$ cat src/rtl/ext_mem_bridge.sv
`default_nettype none
// ============================================================================
// Module   : ext_mem_bridge
// Brief    : Byte-serial CPU-to-external-memory bridge. It provides a
//            valid/ready request port, a per-beat read timeout and one-hot
//            lane strobes.
// Revision : 1.0 - initial release
// ============================================================================
module ext_mem_bridge #(
    parameter int ADDR_W         = 16,
    parameter int DATA_W         = 16,
    parameter int BUS_W          = 8,
    parameter int SETUP_CYCLES   = 4,
    parameter int TIMEOUT_CYCLES = 255
) (
    input  logic                clk,
    input  logic                reset,
    input  logic                req_valid,
    output logic                req_ready,
    input  logic                req_write,
    input  logic [ADDR_W-1:0]   req_addr,
    input  logic [DATA_W-1:0]   req_wdata,
    output logic                rsp_valid,
    output logic [DATA_W-1:0]   rsp_rdata,
    output logic                rsp_error,
    output logic                ext_we,
    output logic                ext_re,
    output logic                ext_addr_phase,
    output logic [((ADDR_W/BUS_W) > (DATA_W/BUS_W) ? (ADDR_W/BUS_W) : (DATA_W/BUS_W))-1:0] ext_lane,
    output logic [BUS_W-1:0]    ext_dout,
    output logic [BUS_W-1:0]    ext_oe,
    input  logic [BUS_W-1:0]    ext_din,
    input  logic                ext_in_valid
);

    localparam int c_AB     = ADDR_W / BUS_W;
    localparam int c_DB     = DATA_W / BUS_W;
    localparam int c_LANES  = (c_AB > c_DB) ? c_AB : c_DB;
    localparam int c_BEAT_W = (c_LANES > 1) ? $clog2(c_LANES) : 1;
    localparam int c_WAIT_W = $clog2(SETUP_CYCLES + 1);
    localparam int c_TO_W   = $clog2(TIMEOUT_CYCLES + 1);

    typedef enum logic [2:0] {
        S_IDLE  = 3'd0,
        S_ADDR  = 3'd1,
        S_WDATA = 3'd2,
        S_RDATA = 3'd3,
        S_DONE  = 3'd4
    } state_t;

    state_t                r_state;
    state_t                w_next_state;
    logic                  r_write;
    logic                  r_err;
    logic [ADDR_W-1:0]     r_addr;
    logic [DATA_W-1:0]     r_wdata;
    logic [DATA_W-1:0]     r_rdata;
    logic [DATA_W-1:0]     r_rsp_rdata;
    logic [c_BEAT_W-1:0]   r_beat;
    logic [c_WAIT_W-1:0]   r_wait;
    logic [c_TO_W-1:0]     r_tcnt;

    logic [BUS_W-1:0]      w_addr_byte;
    logic [BUS_W-1:0]      w_data_byte;
    logic [DATA_W-1:0]     w_rdata_cap;
    logic [c_LANES-1:0]    w_lane;
    logic                  w_hold_done;
    logic                  w_last_addr;
    logic                  w_last_data;
    logic                  w_timeout;

    assign w_hold_done = (r_wait == c_WAIT_W'(SETUP_CYCLES - 1));
    assign w_last_addr = (r_beat == c_BEAT_W'(c_AB - 1));
    assign w_last_data = (r_beat == c_BEAT_W'(c_DB - 1));
    assign w_timeout   = (r_tcnt == c_TO_W'(TIMEOUT_CYCLES - 1));
    assign w_lane      = c_LANES'(1) << r_beat;
    assign rsp_rdata   = r_rsp_rdata;

    // Beat-indexed byte selection; w_rdata_cap is the capture buffer with this beat's byte merged in.
    always_comb begin
        w_addr_byte = '0;
        w_data_byte = '0;
        w_rdata_cap = r_rdata;
        for (int i = 0; i < c_AB; i++) begin
            if (r_beat == c_BEAT_W'(i)) begin
                w_addr_byte = r_addr[i*BUS_W +: BUS_W];
            end
        end
        for (int i = 0; i < c_DB; i++) begin
            if (r_beat == c_BEAT_W'(i)) begin
                w_data_byte = r_wdata[i*BUS_W +: BUS_W];
                w_rdata_cap[i*BUS_W +: BUS_W] = ext_din;
            end
        end
    end

    always_ff @(posedge clk or negedge reset) begin
        if (!reset) begin
            r_state <= S_IDLE;
        end else begin
            r_state <= w_next_state;
        end
    end

    // Bus outputs decode from state alone, so an asynchronous reset releases the pins at once.
    always_comb begin
        w_next_state   = r_state;
        req_ready      = 1'b0;
        rsp_valid      = 1'b0;
        rsp_error      = 1'b0;
        ext_we         = 1'b0;
        ext_re         = 1'b0;
        ext_addr_phase = 1'b0;
        ext_lane       = '0;
        ext_dout       = '0;
        ext_oe         = '0;
        case (r_state)
            S_IDLE: begin
                req_ready = 1'b1;
                if (req_valid) begin
                    w_next_state = S_ADDR;
                end
            end
            S_ADDR: begin
                ext_addr_phase = 1'b1;
                ext_oe         = '1;
                ext_dout       = w_addr_byte;
                ext_lane       = w_lane;
                ext_we         = r_write;
                ext_re         = ~r_write;
                if (w_hold_done && w_last_addr) begin
                    w_next_state = r_write ? S_WDATA : S_RDATA;
                end
            end
            S_WDATA: begin
                ext_we   = 1'b1;
                ext_oe   = '1;
                ext_dout = w_data_byte;
                ext_lane = w_lane;
                if (w_hold_done && w_last_data) begin
                    w_next_state = S_DONE;
                end
            end
            S_RDATA: begin
                ext_re   = 1'b1;
                ext_lane = w_lane;
                if (ext_in_valid) begin
                    if (w_last_data) begin
                        w_next_state = S_DONE;
                    end
                end else if (w_timeout) begin
                    w_next_state = S_DONE;
                end
            end
            S_DONE: begin
                rsp_valid    = 1'b1;
                rsp_error    = r_err;
                w_next_state = S_IDLE;
            end
            default: w_next_state = S_IDLE;
        endcase
    end

    always_ff @(posedge clk or negedge reset) begin
        if (!reset) begin
            r_write     <= 1'b0;
            r_err       <= 1'b0;
            r_addr      <= '0;
            r_wdata     <= '0;
            r_rdata     <= '0;
            r_rsp_rdata <= '0;
            r_beat      <= '0;
            r_wait      <= '0;
            r_tcnt      <= '0;
        end else begin
            case (r_state)
                S_IDLE: begin
                    if (req_valid) begin
                        r_write <= req_write;
                        r_addr  <= req_addr;
                        r_wdata <= req_wdata;
                        r_rdata <= '0;
                        r_err   <= 1'b0;
                        r_beat  <= '0;
                        r_wait  <= '0;
                        r_tcnt  <= '0;
                    end
                end
                S_ADDR, S_WDATA: begin
                    if (w_hold_done) begin
                        r_wait <= '0;
                        if ((r_state == S_ADDR) ? w_last_addr : w_last_data) begin
                            r_beat <= '0;
                        end else begin
                            r_beat <= r_beat + c_BEAT_W'(1);
                        end
                        if (r_state == S_WDATA && w_last_data) begin
                            r_rsp_rdata <= '0;
                            r_err       <= 1'b0;
                        end
                    end else begin
                        r_wait <= r_wait + c_WAIT_W'(1);
                    end
                end
                S_RDATA: begin
                    // A byte arriving on the limit cycle still counts; the timeout only fires without it.
                    if (ext_in_valid) begin
                        r_rdata <= w_rdata_cap;
                        r_tcnt  <= '0;
                        if (w_last_data) begin
                            r_beat      <= '0;
                            r_rsp_rdata <= w_rdata_cap;
                            r_err       <= 1'b0;
                        end else begin
                            r_beat <= r_beat + c_BEAT_W'(1);
                        end
                    end else if (w_timeout) begin
                        r_tcnt      <= '0;
                        r_beat      <= '0;
                        r_rdata     <= '0;
                        r_rsp_rdata <= '0;
                        r_err       <= 1'b1;
                    end else begin
                        r_tcnt <= r_tcnt + c_TO_W'(1);
                    end
                end
                default: ;
            endcase
        end
    end

endmodule
`default_nettype wire

$ cat config.mk
export PLATFORM = sky130hd
export DESIGN_NAME = ext_mem_bridge
export DESIGN_NICKNAME = d
export VERILOG_FILES = /design/src/rtl/ext_mem_bridge.sv
export SDC_FILE = /design/constraint.sdc
export NUM_CORES = 1
export LEC_CHECK = 0
export BUFFER_PORTS_ARGS = -buffer_cell sky130_fd_sc_hd__buf_2
export CAP_MARGIN = 10
export CORE_UTILIZATION = 40
export DETAILED_ROUTE_END_ITERATION = 8
export SETUP_SLACK_MARGIN = 0.05
export SYNTH_ARGS = -nofsm -noshare
export SYNTH_HDL_FRONTEND = slang
export SYNTH_SLANG_ARGS = --single-unit
$ cat constraint.sdc
create_clock -name clk -period 2.1 [get_ports clk]
set_input_delay 0.42 -clock clk [delete_from_list [all_inputs] [get_ports clk]]
set_output_delay 0.42 -clock clk [all_outputs]
set_load 0.02 [all_outputs]
* Word-level counts from Yosys, hierarchy flattened
Index checks and enable logic that the tools add are counted.
Storage, ports and cells: output and inout port bits 40, latch bits 0, memories kept 0, flip-flop bits (word level) 81, bits in writable memories 0, ROM bits 0
Cells by class: add/sub/neg operators 3, shift operators 1, eq/ne operators 13, $lt $le $gt $ge 0, multipliers 0, divide/modulo/power cells 0, reductions and logical operators 17, mux-type cells 49, bitwise gates (word level) 1
Operators with widths (number):
- $mux 16 | 7
- $mux 8 | 8
- $pmux 16 s2 | 2
- $pmux 8 s2 | 2
- $mux 3 | 8
- $mux 1 | 15
- $pmux 3 s4 | 1
- $reduce_and 5->1 | 2
- $eq 3x2->1 const B | 3
- $add 8x1->8 const B | 1
- $eq 8x8->1 const B | 1
- $ne 2x2->1 const B | 3
- $ne 3x3->1 const B | 2
- $pmux 1 s3 | 2
- $pmux 3 s2 | 1
- $reduce_and 2->1 | 3
- $reduce_and 6->1 | 1
- $reduce_bool 2->1 | 3
- $ne 2x1->1 const B | 2
- $pmux 1 s2 | 2
- $reduce_and 4->1 | 1
- $add 3x1->3 const B | 1
- $eq 3x1->1 const B | 1
- $eq 3x3->1 const B | 1
- 10 further kinds | 11

* Longest topological paths before layout
Gate-level depths: netlist of run 1.
word-level depth 5, depth in mapped cells 9, gate-level depth less buffers 6

* Worst setup path after synthesis of run 1
No wires, ideal clock.
path type reg2out, from reg r_state[0], to out ext_oe[1], arrival time 1690 ps, path buffers 3, setup slack -10 ps, stages on the path, launching flop included 6, cell sequence dfrtp_1 clkbuf_8 clkbuf_1 xnor2_1 nor2_1 buf_4
On the way: longest elaborated chain between the ends 3, elaborated cells on any way between the ends 4, classes of those cells eq/ne (2); mux (1); reduce/logical (1)
RTL lines:
- start, declared | RTL line 51 | state_t r_state;
- start signal, assigned | RTL line 101 | r_state <= w_next_state;
- $eq 3x1->1 or $eq 3x2->1 (tied branches) | RTL line 117 | case (r_state)
- $reduce_or 2->1 (no line) (*)
- $mux 8 (*) | RTL line 117
- end, declared | RTL line 31 | output logic [BUS_W-1:0] ext_oe,
Every way passes the cells marked *; elsewhere a longest branch is shown, timed or not.

* Worst setup path in the final report of run 1
from reg r_state[2], to out ext_dout[3]
On the way: longest elaborated chain between the ends 2, elaborated cells on any way between the ends 3, classes of those cells eq/ne (2); mux (1)
RTL lines:
- $eq 3x2->1 or $eq 3x1->1 (tied branches) | RTL line 117
- $pmux 8 s2 (*) | RTL line 117
- end, declared | RTL line 30 | output logic [BUS_W-1:0] ext_dout,
Marks and branches as above.

==> results of run 1 <==
[path summary, 6_finish.rpt]
check                      depth (start not counted)                   start                 endpoint  slack [ps]
max                                                4  r_state[2]$_DFFE_PN0P_              ext_dout[3]          40
min reg2reg                                        2  r_wdata[2]$_DFFE_PN0P_   r_wdata[2]$_DFFE_PN0P_         480
min in group clk                                   3           req_wdata[10]  r_wdata[10]$_DFFE_PN0P_         250
min                                                2                   reset    r_tcnt[6]$_DFFE_PN0P_          70
max reg2reg                                        5  r_state[2]$_DFFE_PN0P_   r_rdata[0]$_DFFE_PN0P_         200
max in group asynchronous                          2                   reset   r_state[2]$_DFFE_PN0P_        1670
[state kept, by name (all words and copies together), names as in the netlist]
register and cells:
r_addr 16, r_beat 1, r_err 1, r_rdata 8
r_state 3, r_tcnt 8, r_wait 3, r_wdata 16
r_write 1, rsp_rdata 16
[metrics by stage]
step / TNS (ps) / power (mW) / area (µm²) / utilization
after global placement: 0 / 5.63 / 4030 / 0.464
after detailed placement: 0 / 5.69 / 4030 / 0.464
after global routing: -31.2 / 7.78 / 4440 / 0.511
after floorplan: 0 / 4.91 / 3560 / -
after CTS: 0 / 7.01 / 4310 / 0.497
final: 0 / 7.24 / 4440 / 0.511
[repair_timing]
| item | CTS | global route |
|---|---|---|
| pin swaps | 1 | 0 |
| setup endpoints to repair | 17 | 16 |
| setup buffers | 3 | 2 |
| resized for setup | 23 | 18 |
| gates cloned | 0 | 1 |
| hold endpoints to repair | 0 | 0 |
[power by group through the flow]
stage	Sequential [mW]	Clock, mW	Combinational [mW]
after floorplan	2.40	0	2.51
after global placement	2.36	0	3.28
after detailed placement	2.37	0	3.31
after CTS	2.32	1.10	3.59
after global routing	2.41	1.14	4.22
final	2.34	1.07	3.83
[layer usage]
layer | up-vias | part of all wire | GRT usage
met5 | - | 0 | 0
li1 | 1393 | - | -
met4 | 0 | 0.011 | 0.0515
met2 | 76 | 0.46 | 0.304
met1 | 1363 | 0.47 | 0.246
met3 | 10 | 0.055 | 0.0498
[cells in the mapped netlist (4+ instances only)]
cell type	instances
nand2_1	105
dfrtp_1	73
mux2i_1	18
a22o_1	17
clkbuf_1	13
o21ai_0	10
a21oi_1	9
a32o_1	9
o22ai_1	8
buf_4	7
inv_1	6
clkbuf_8	5
nand3_1	5
nor2_1	5
buf_6	4
nand2b_1	4
nor2b_1	4
nor3_1	4
[cell families after synthesis]
group	after synthesis
buffers and inverters	38
and+or+nand+nor	150
muxes	20
adders and majority gates	3
DFF	73
AOI/OAI and AO/OA	67
xor gates and xnor gates	2
[cell type report]
cell class	instances	area, µm²
clock buffer	10	128
clock inverter	5	57.6
fill	839	4240
inverter	6	22.5
multi-input combinational	242	1580
sequential	73	1830
tap	108	135
timing repair buffer	107	684
==> qor.csv, run 1 <==
stage,metric,value,unit
yosys,synth_seq_area_share,0.514,
grt,global_route.overflow_total,0,
yosys,synth_nets,401,
placed_design,placement.io_buffers,84,
sta,fin_crit_sh,0.981,
sta,postLayoutSetupSlackWorst,39.0,ps
sta,final-max-slew-violation-count,0,
floorplan,die_y,96.3,µm
clock_network,count_of_clock_tree_sinks,73,
clock_network,cts_hold_repair.buffers,0,
drt,totalWireLength,8370,µm
setup_path,worst-path-max-fanout,4,
yosys,post_synth_fa_ha_maj_area_fraction,0.0106,
sta,fmax,0.485,GHz
sta,report.final.setup_viol,0,
setup_path,critPathTopFamily,flip-flops,
pwr,comb_power_share,0.529,
yosys,synth-simple-area-share,0.201,
pwr,power.density_cell_area,1630,nW/µm²
drt,routed_wire_length_per_instance,15.2,µm
yosys,synth_cell_types,52,
drt,drcViolationCount,0,
pwr,power_report.internal_total,4.15,mW
grt,first_global_vias,2607,
placed_design,preCtsSetupSlack,231,ps
sta,skew,11.3,ps
drt,antenna_violating_nets_post_route,0,
yosys,yosys-mux-area-fraction,0.0570,
setup_path,timing_worst_setup_path_type,reg2out,
pwr,net-switching-power,3.09,mW
floorplan,start_util,0.410,
yosys,synth-compound-area-share,0.139,
setup_path,critical_path_slowest_stage_cell,dfrtp_2,
grt,grt_first_pass_wirelength,13000,µm
pwr,max-vdd-ir-drop,1.04,mV
floorplan,placementRows,34,
pwr,switching_share,0.427,
clock_network,clkSlewWorstSetupHoldPaths,80,ps
floorplan,num_io_pins,85,
finish,layout.cells.most_common_list,"nand2_1 (105), buf_2 (76), dfrtp_1 (70)",
yosys,synth_area_leader_cell,dfrtp_1,
sta,setup_repair_after_global_routing_missed_its_margin,true,
clock_network,clk_latency,350,ps
finish,drive_gt1_frac,0.339,
yosys,synth_enable_flop_cells,0,
clock_network,h-tree-depth,3,
yosys,yosys_warnings,0,
drt,routed_via_density,5.16,
yosys,ys_dominant_reg_cell,dfrtp_1,
sta,pin_slew_with_the_least_headroom_to_its_limit,427,ps
run_status,run_status,completed,
setup_path,cp_cell_sequence,or3b_4 -> clkbuf_16 -> o22ai_2 -> buf_6,
sta,hold_slack,69.6,ps
finish,fin_cells,551,
placed_design,gp_congestion,0.798,
pwr,leakage,2.29,nW
floorplan,die-width,96.3,µm
yosys,synth_top_family_by_area,simple AND/OR/NAND/NOR gates,
setup_path,critical_path_arrival,1640,ps
grt,pin_count_of_the_biggest_net_entering_global_routing,74,
finish,synthToLayoutAreaGrowth,24.7,%
min_path,worstHoldPathType,in2async,
yosys,async_reset_ff_frac,1.00,
clock_network,numCtsBuffers,9,
yosys,yosys.area_share.xor_xnor,0.00492,
setup_path,timing.critical_path.buf_inv,2,
clock_network,tritoncts,built,
grt,antenna_found_initial,0,
setup_path,timing.critical_path.to_type,output pin,
yosys,syn-cell-area,3560,µm²
yosys,synthCells,353,
yosys,synth_seq_cells,73,
yosys,post_synthesis_mean_instance_area,10.1,µm²
drt,dr.first_iter.drc_count,89,
setup_path,highest_cell_delay_on_the_worst_timing_path,440,ps
job,timing.max_cap.violations,0,
sta,post-route-min-period,2060,ps
sta,slew_headroom,0.714,
placed_design,place_hpwl,5610,µm
pwr,pwr-share-seq,0.324,
placed_design,numPlacedInstances,530,
finish,final_common_cell,nand2_1,
drt,num_vias,2842,
yosys,yosysTopAreaCellShare,0.514,
clock_network,max-clock-path-buffers,2,
setup_path,worstPathRequired,1680,ps
yosys,synth.area.top_cells,"dfrtp_1 (51%), nand2_1 (11%), mux2i_1 (5.1%)",
floorplan,die_area,9270,µm²
grt,globalRouteTotalUtil,0.187,
finish,antennaDiodeCount,0,
setup_path,worst_setup_path_start_kind,flop,
pwr,power_frac_clock,0.148,
clock_network,root_buffer,clkbuf_8,
finish,nets,487,
floorplan,core-area,8680,µm²
sta,hold_viol_final,0,
drt,detail_route.first_pass.iterations,4,
No activity file was read; power rests on OpenSTA's default activity.
==> run 2, diff against run 1 <==
--- a/config.mk
+++ b/config.mk
@@ -9,6 +9,7 @@
 export CAP_MARGIN = 10
 export CORE_UTILIZATION = 40
 export DETAILED_ROUTE_END_ITERATION = 8
+export RECOVER_POWER = 100
 export SETUP_SLACK_MARGIN = 0.05
 export SYNTH_ARGS = -nofsm -noshare
 export SYNTH_HDL_FRONTEND = slang
==> run 2 against run 1 <==
The run now ends with capacitance limit, slew limit left. Wire length down 0.35%. Clock skew about the same. Sequential power is essentially flat. Setup slack got worse by 5.5 ps. Die area did not move. Maximum frequency is 0.27% lower. Sequential share of layout area is 0.48 points higher. Total power down 0.77%.
==> qor.csv, run 2 (synthesized netlist as in run 1, its figures left out) <==
stage,metric,value,unit,change
sta,slew_headroom,-0.0775,,was 0.714
floorplan,num_io_pins,85,,unchanged
placed_design,preCtsSetupSlack,231,ps,unchanged
clock_network,clk_latency,350,ps,about the same
sta,fmax,0.484,GHz,was 0.485 GHz
finish,fin_area,4390,µm²,was 4440 µm²
setup_path,timing.critical_path.to_type,output pin,,unchanged
sta,report.final.setup_viol,0,,unchanged
pwr,power.density_cell_area,1640,nW/µm²,was 1630 nW/µm²
drt,detail_route.first_pass.iterations,4,,unchanged
pwr,leakage,2.21,nW,was 2.29 nW
setup_path,worstPathRequired,1680,ps,about the same
drt,antenna_violating_nets_post_route,0,,unchanged
sta,fin_crit_sh,0.984,,was 0.981
grt,antenna_found_initial,0,,unchanged
floorplan,die_y,96.3,µm,unchanged
drt,dr.first_iter.drc_count,92,,was 89
floorplan,core-area,8680,µm²,unchanged
placed_design,place_hpwl,5610,µm,unchanged
setup_path,worst-path-max-fanout,4,,unchanged
grt,global_route.overflow_total,0,,unchanged
sta,postLayoutSetupSlackWorst,33.5,ps,was 39.0 ps
drt,routed_wire_length_per_instance,15.1,µm,was 15.2 µm
grt,first_global_vias,2607,,unchanged
finish,final_common_cell,nand2_1,,unchanged
run_status,run_status,"complete, but fails checks",,was completed
clock_network,tritoncts,built,,unchanged
floorplan,placementRows,34,,unchanged
drt,num_vias,2859,,was 2842
setup_path,worst-r2r-setup-slack,130,ps,was 200 ps
placed_design,place_area,4030,µm²,unchanged
finish,nets,487,,unchanged
sta,hold_viol_final,0,,unchanged
clock_network,max-clock-path-buffers,2,,unchanged
finish,drive_gt1_frac,0.296,,was 0.339
grt,globalRouteTotalUtil,0.187,,unchanged
sta,pin_slew_with_the_least_headroom_to_its_limit,1620,ps,was 427 ps
clock_network,cts_hold_repair.buffers,0,,unchanged
clock_network,numCtsBuffers,9,,unchanged
setup_path,highest_cell_delay_on_the_worst_timing_path,440,ps,about the same
setup_path,crit-reg2reg-launch,r_state[2]$_DFFE_PN0P_,,unchanged
setup_path,cp_cell_sequence,or3b_4 -> clkbuf_16 -> o22ai_2 -> buf_6,,unchanged
clock_network,clkSlewWorstSetupHoldPaths,80,ps,about the same
floorplan,die_area,9270,µm²,unchanged
setup_path,r2r_end,rsp_rdata[0]$_DFFE_PN0P_,,was r_rdata[0]$_DFFE_PN0P_
job,timing.max_cap.violations,1,,was 0
sta,final-max-slew-violation-count,74,,was 0
drt,drcViolationCount,0,,unchanged
setup_path,setup_crit_start,r_state[0]$_DFFE_PN0P_,,was r_state[2]$_DFFE_PN0P_
grt,grt_first_pass_wirelength,13000,µm,unchanged
placed_design,gp_congestion,0.798,,unchanged
placed_design,placement.io_buffers,84,,unchanged
sta,setup_tns,0,ps,unchanged
setup_path,critical_path_arrival,1650,ps,was 1640 ps
sta,post-route-min-period,2070,ps,was 2060 ps
grt,pin_count_of_the_biggest_net_entering_global_routing,74,,unchanged
setup_path,rr_worst_depth,7,,was 5
pwr,max-vdd-ir-drop,1.04,mV,about the same
sta,hold_slack,252,ps,was 69.6 ps
finish,antennaDiodeCount,0,,unchanged
floorplan,die-width,96.3,µm,unchanged
sta,skew,11.6,ps,was 11.3 ps
clock_network,h-tree-depth,3,,unchanged
setup_path,timing_worst_setup_path_type,reg2out,,unchanged
run_status,failed_checks,"capacitance limit, slew limit",,
sta,setup_repair_after_global_routing_missed_its_margin,true,,unchanged
floorplan,start_util,0.410,,unchanged
finish,layout.cells.most_common_list,"nand2_1 (105), dfrtp_1 (70), buf_2 (62)",,"was nand2_1 (105), buf_2 (76), dfrtp_1 (70)"
clock_network,count_of_clock_tree_sinks,73,,unchanged
drt,routed_via_density,5.19,,was 5.16
clock_network,root_buffer,clkbuf_8,,unchanged
setup_path,worst_setup_path_endpoint,ext_dout[3],,unchanged
setup_path,critical_path_slowest_stage_cell,or3b_4,,was dfrtp_2
setup_path,worst_setup_path_start_kind,flop,,unchanged
drt,totalWireLength,8340,µm,was 8370 µm
min_path,worstHoldPathType,in2reg,,was in2async
finish,synthToLayoutAreaGrowth,23.3,%,was 24.7%
pwr,fin_total_pwr,7.18,mW,was 7.24 mW
run 2: final cells by class:
class | count | area [µm²]
clock buffer | 10 | 128
clock inverter | 5 | 57.6
fill | 857 | 4290
inverter | 6 | 22.5
multi-input combinational | 242 | 1580
sequential | 73 | 1830
tap | 108 | 135
timing repair buffer | 107 | 637
run 2: routing by layer:
metal	part of all wire	track usage	up-vias
li1	-	-	1394
met1	0.47	0.246	1374
met2	0.46	0.304	81
met3	0.059	0.0498	10
met4	0.011	0.0515	0
met5	0	0	-
run 2: worst max-delay path: cells and delay by family, from the launching register on:
kind	cells	cell delay, ps
compound gates	1	120
buf+inv	2	320
flops	1	420
simple gates	1	440
run 2: stage by stage:
step                cells   util
floorplan             353      -
global placement      530  0.464
detailed placement    530  0.464
CTS                   548  0.497
global route          551  0.505
finish                551  0.505
run 2: timing repair:
item                       in CTS  in global routing
setup endpoints to repair      17                 16
gates resized for setup        23                 18
setup buffers                   3                  2
cloned                          0                  1
pin swaps                       1                  0
run 2: worst min-delay path by stage:
stage | depth (start not counted) | endpoint | startpoint | slack [ps]
detailed placement | 2 | r_wdata[1]$_DFFE_PN0P_ | r_wdata[1]$_DFFE_PN0P_ | 460
floorplan | 0 | r_addr[0]$_DFFE_PN0P_ | reset | 120
global route | 3 | r_wdata[2]$_DFFE_PN0P_ | req_wdata[2] | 260
finish | 3 | r_wdata[10]$_DFFE_PN0P_ | req_wdata[10] | 250
CTS | 2 | r_tcnt[6]$_DFFE_PN0P_ | reset | 100
global placement | 2 | r_addr[11]$_DFFE_PN0P_ | r_addr[11]$_DFFE_PN0P_ | 460
run 2: power by group:
group,switching (mW),internal [mW]
Sequential,0.361,1.98
Combinational,2.20,1.57
Clock,0.526,0.543
==> run 3, diff against run 2 <==
==> constraint.sdc (replaced) <==
create_clock -name clk -period 2.1 [get_ports clk]
set_input_delay 0.105 -clock clk [delete_from_list [all_inputs] [get_ports clk]]
set_output_delay 0.105 -clock clk [all_outputs]
set_load 0.02 [all_outputs]
==> run 3 against run 2 <==
The flow now finishes without violations. Worst hold slack lost 240 ps. Clock power rose by 28%. Core utilization grew 2.6 points. Cell area rose by 5.1%. Maximum frequency grew 3.9%.
==> qor.csv, run 3 (synthesized netlist as in run 1, its figures left out) <==
stage,metric,value,unit,change
run_status,run_status,completed,,"was complete, but fails checks"
clock_network,root_buffer,clkbuf_8,,unchanged
floorplan,start_util,0.410,,unchanged
placed_design,placement.io_buffers,84,,unchanged
setup_path,crit-reg2reg-launch,r_beat$_DFFE_PN0P_,,was r_state[2]$_DFFE_PN0P_
setup_path,setup_crit_start,r_state[2]$_DFFE_PN0P_,,was r_state[0]$_DFFE_PN0P_
grt,met3_usage,0.0482,,was 0.0498
drt,antenna_violating_nets_post_route,0,,unchanged
clock_network,count_of_clock_tree_sinks,73,,unchanged
sta,postLayoutSetupSlackWorst,111,ps,was 33.5 ps
sta,setup_repair_after_global_routing_missed_its_margin,false,,was true
finish,antennaDiodeCount,0,,unchanged
setup_path,critical_path_arrival,1880,ps,was 1650 ps
sta,hold_viol_final,0,,unchanged
grt,global_route.overflow_total,0,,unchanged
sta,hold_slack,16.3,ps,was 252 ps
sta,slew_headroom,0.327,,was -0.0775
floorplan,die_area,9270,µm²,unchanged
pwr,leakage,2.29,nW,was 2.21 nW
clock_network,max-clock-path-buffers,2,,unchanged
drt,totalWireLength,8380,µm,was 8340 µm
sta,fmax,0.503,GHz,was 0.484 GHz
grt,first_global_vias,2912,,was 2607
drt,num_vias,2982,,was 2859
finish,nets,518,,was 487
setup_path,worst-r2r-setup-slack,180,ps,was 130 ps
grt,globalRouteTotalUtil,0.195,,was 0.187
drt,drcViolationCount,0,,unchanged
drt,routed_wire_length_per_instance,14.4,µm,was 15.1 µm
placed_design,numPlacedInstances,526,,was 530
clock_network,h-tree-depth,3,,unchanged
finish,final_common_cell,nand2_1,,unchanged
pwr,power.density_cell_area,1510,nW/µm²,was 1640 nW/µm²
drt,routed_via_density,5.11,,was 5.19
floorplan,die_y,96.3,µm,unchanged
setup_path,highest_cell_delay_on_the_worst_timing_path,490,ps,was 440 ps
grt,grt_first_pass_wirelength,13600,µm,was 13000 µm
grt,gr-max-usage-layer,met2,,unchanged
clock_network,clk_latency,350,ps,about the same
sta,skew,9.98,ps,was 11.6 ps
clock_network,numCtsBuffers,9,,unchanged
placed_design,preCtsSetupSlack,234,ps,was 231 ps
pwr,max-vdd-ir-drop,0.722,mV,was 1.04 mV
setup_path,critical_path_slowest_stage_cell,dfrtp_2,,was or3b_4
grt,antenna_found_initial,0,,unchanged
pwr,fin_total_pwr,6.97,mW,was 7.18 mW
setup_path,timing.critical_path.to_type,output pin,,unchanged
floorplan,placementRows,34,,unchanged
clock_network,clkSlewWorstSetupHoldPaths,90,ps,was 80 ps
sta,pin_slew_with_the_least_headroom_to_its_limit,1010,ps,was 1620 ps
sta,fin_crit_sh,0.947,,was 0.984
placed_design,gp_congestion,0.825,,was 0.798
grt,pin_count_of_the_biggest_net_entering_global_routing,74,,unchanged
grt,grt_util_met1,0.254,,was 0.246
drt,dr.first_iter.drc_count,57,,was 92
setup_path,worst_setup_path_endpoint,ext_dout[6],,was ext_dout[3]
floorplan,core-area,8680,µm²,unchanged
sta,post-route-min-period,1990,ps,was 2070 ps
setup_path,rr_worst_depth,5,,was 7
finish,layout.cells.most_common_list,"nand2_1 (105), dfrtp_1 (71), buf_2 (47)",,"was nand2_1 (105), dfrtp_1 (70), buf_2 (62)"
min_path,worstHoldPathType,in2reg,,unchanged
finish,fin_area,4610,µm²,was 4390 µm²
clock_network,tritoncts,built,,unchanged
sta,report.final.setup_viol,0,,unchanged
setup_path,worstPathRequired,2000,ps,was 1680 ps
finish,fin_cells,583,,was 551
sta,final-max-slew-violation-count,0,,was 74
setup_path,r2r_end,rsp_rdata[5]$_DFFE_PN0P_,,was rsp_rdata[0]$_DFFE_PN0P_
finish,layout.core_utilization,0.531,,was 0.505
floorplan,num_io_pins,85,,unchanged
job,timing.max_cap.violations,0,,was 1
setup_path,worst-path-max-fanout,10,,was 4
placed_design,place_area,4010,µm²,was 4030 µm²
clock_network,post-cts-setup-buffers,0,,was 3
finish,synthToLayoutAreaGrowth,29.6,%,was 23.3%
setup_path,cp_cell_sequence,or3b_1 -> buf_4 -> o22ai_1 -> clkbuf_2,,was or3b_4 -> clkbuf_16 -> o22ai_2 -> buf_6
setup_path,timing_worst_setup_path_type,reg2out,,unchanged
setup_path,worst_setup_path_start_kind,flop,,unchanged
floorplan,die-width,96.3,µm,unchanged
finish,drive_gt1_frac,0.217,,was 0.296
placed_design,place_hpwl,5500,µm,was 5610 µm
drt,detail_route.first_pass.iterations,4,,unchanged
sta,setup_tns,0,ps,unchanged
grt,grt.met2_usage,0.319,,was 0.304
==> run 3: layer usage <==
metal | routed length [µm] | up-vias
li1 | - | 1451
met1 | 3990 | 1440
met2 | 3860 | 81
met3 | 412 | 10
met4 | 117 | 0
met5 | 0 | -
==> run 3: worst max-delay path: cells and delay by family (launching register included) <==
kind | cells | cell delay [ps]
DFF | 1 | 490
AOI/OAI and AO/OA | 1 | 190
and+or+nand+nor | 1 | 450
buffers and inverters | 2 | 410
==> run 3: power by group <==
part	total [mW]	switching, mW	internal (mW)	leakage [nW]
Combinational	3.22	1.98	1.23	1.22
Clock	1.37	0.571	0.803	0.122
Sequential	2.37	0.396	1.98	0.948
Total	6.97	2.95	4.02	2.29
==> run 3: area by class of cell <==
type	instances	area, µm²
clock inverter	7	126
multi-input combinational	242	1480
tap	108	135
timing repair buffer	138	891
fill	827	4070
sequential	73	1830
clock buffer	9	124
inverter	6	22.5
==> run 3: what timing repair did <==
item,in CTS,in global routing
pin swaps,0,0
endpoints found under the setup margin,9,16
endpoints found under the hold margin,118,0
resized for setup,2,4
hold buffers,41,0
==> run 3: worst min path at each step <==
| stage | slack [ps] | to | cells past startpoint | start |
|---|---|---|---|---|
| global placement | 170 | r_wait[1]$_DFFE_PN0P_ | 2 | reset |
| global route | 10 | rsp_rdata[13]$_DFFE_PN0P_ | 2 | ext_din[5] |
| CTS | 0.07 | rsp_rdata[13]$_DFFE_PN0P_ | 2 | ext_din[5] |
| finish | 20 | rsp_rdata[13]$_DFFE_PN0P_ | 2 | ext_din[5] |
| floorplan | -190 | r_addr[0]$_DFFE_PN0P_ | 0 | reset |
| detailed placement | 170 | r_wait[0]$_DFFE_PN0P_ | 2 | reset |
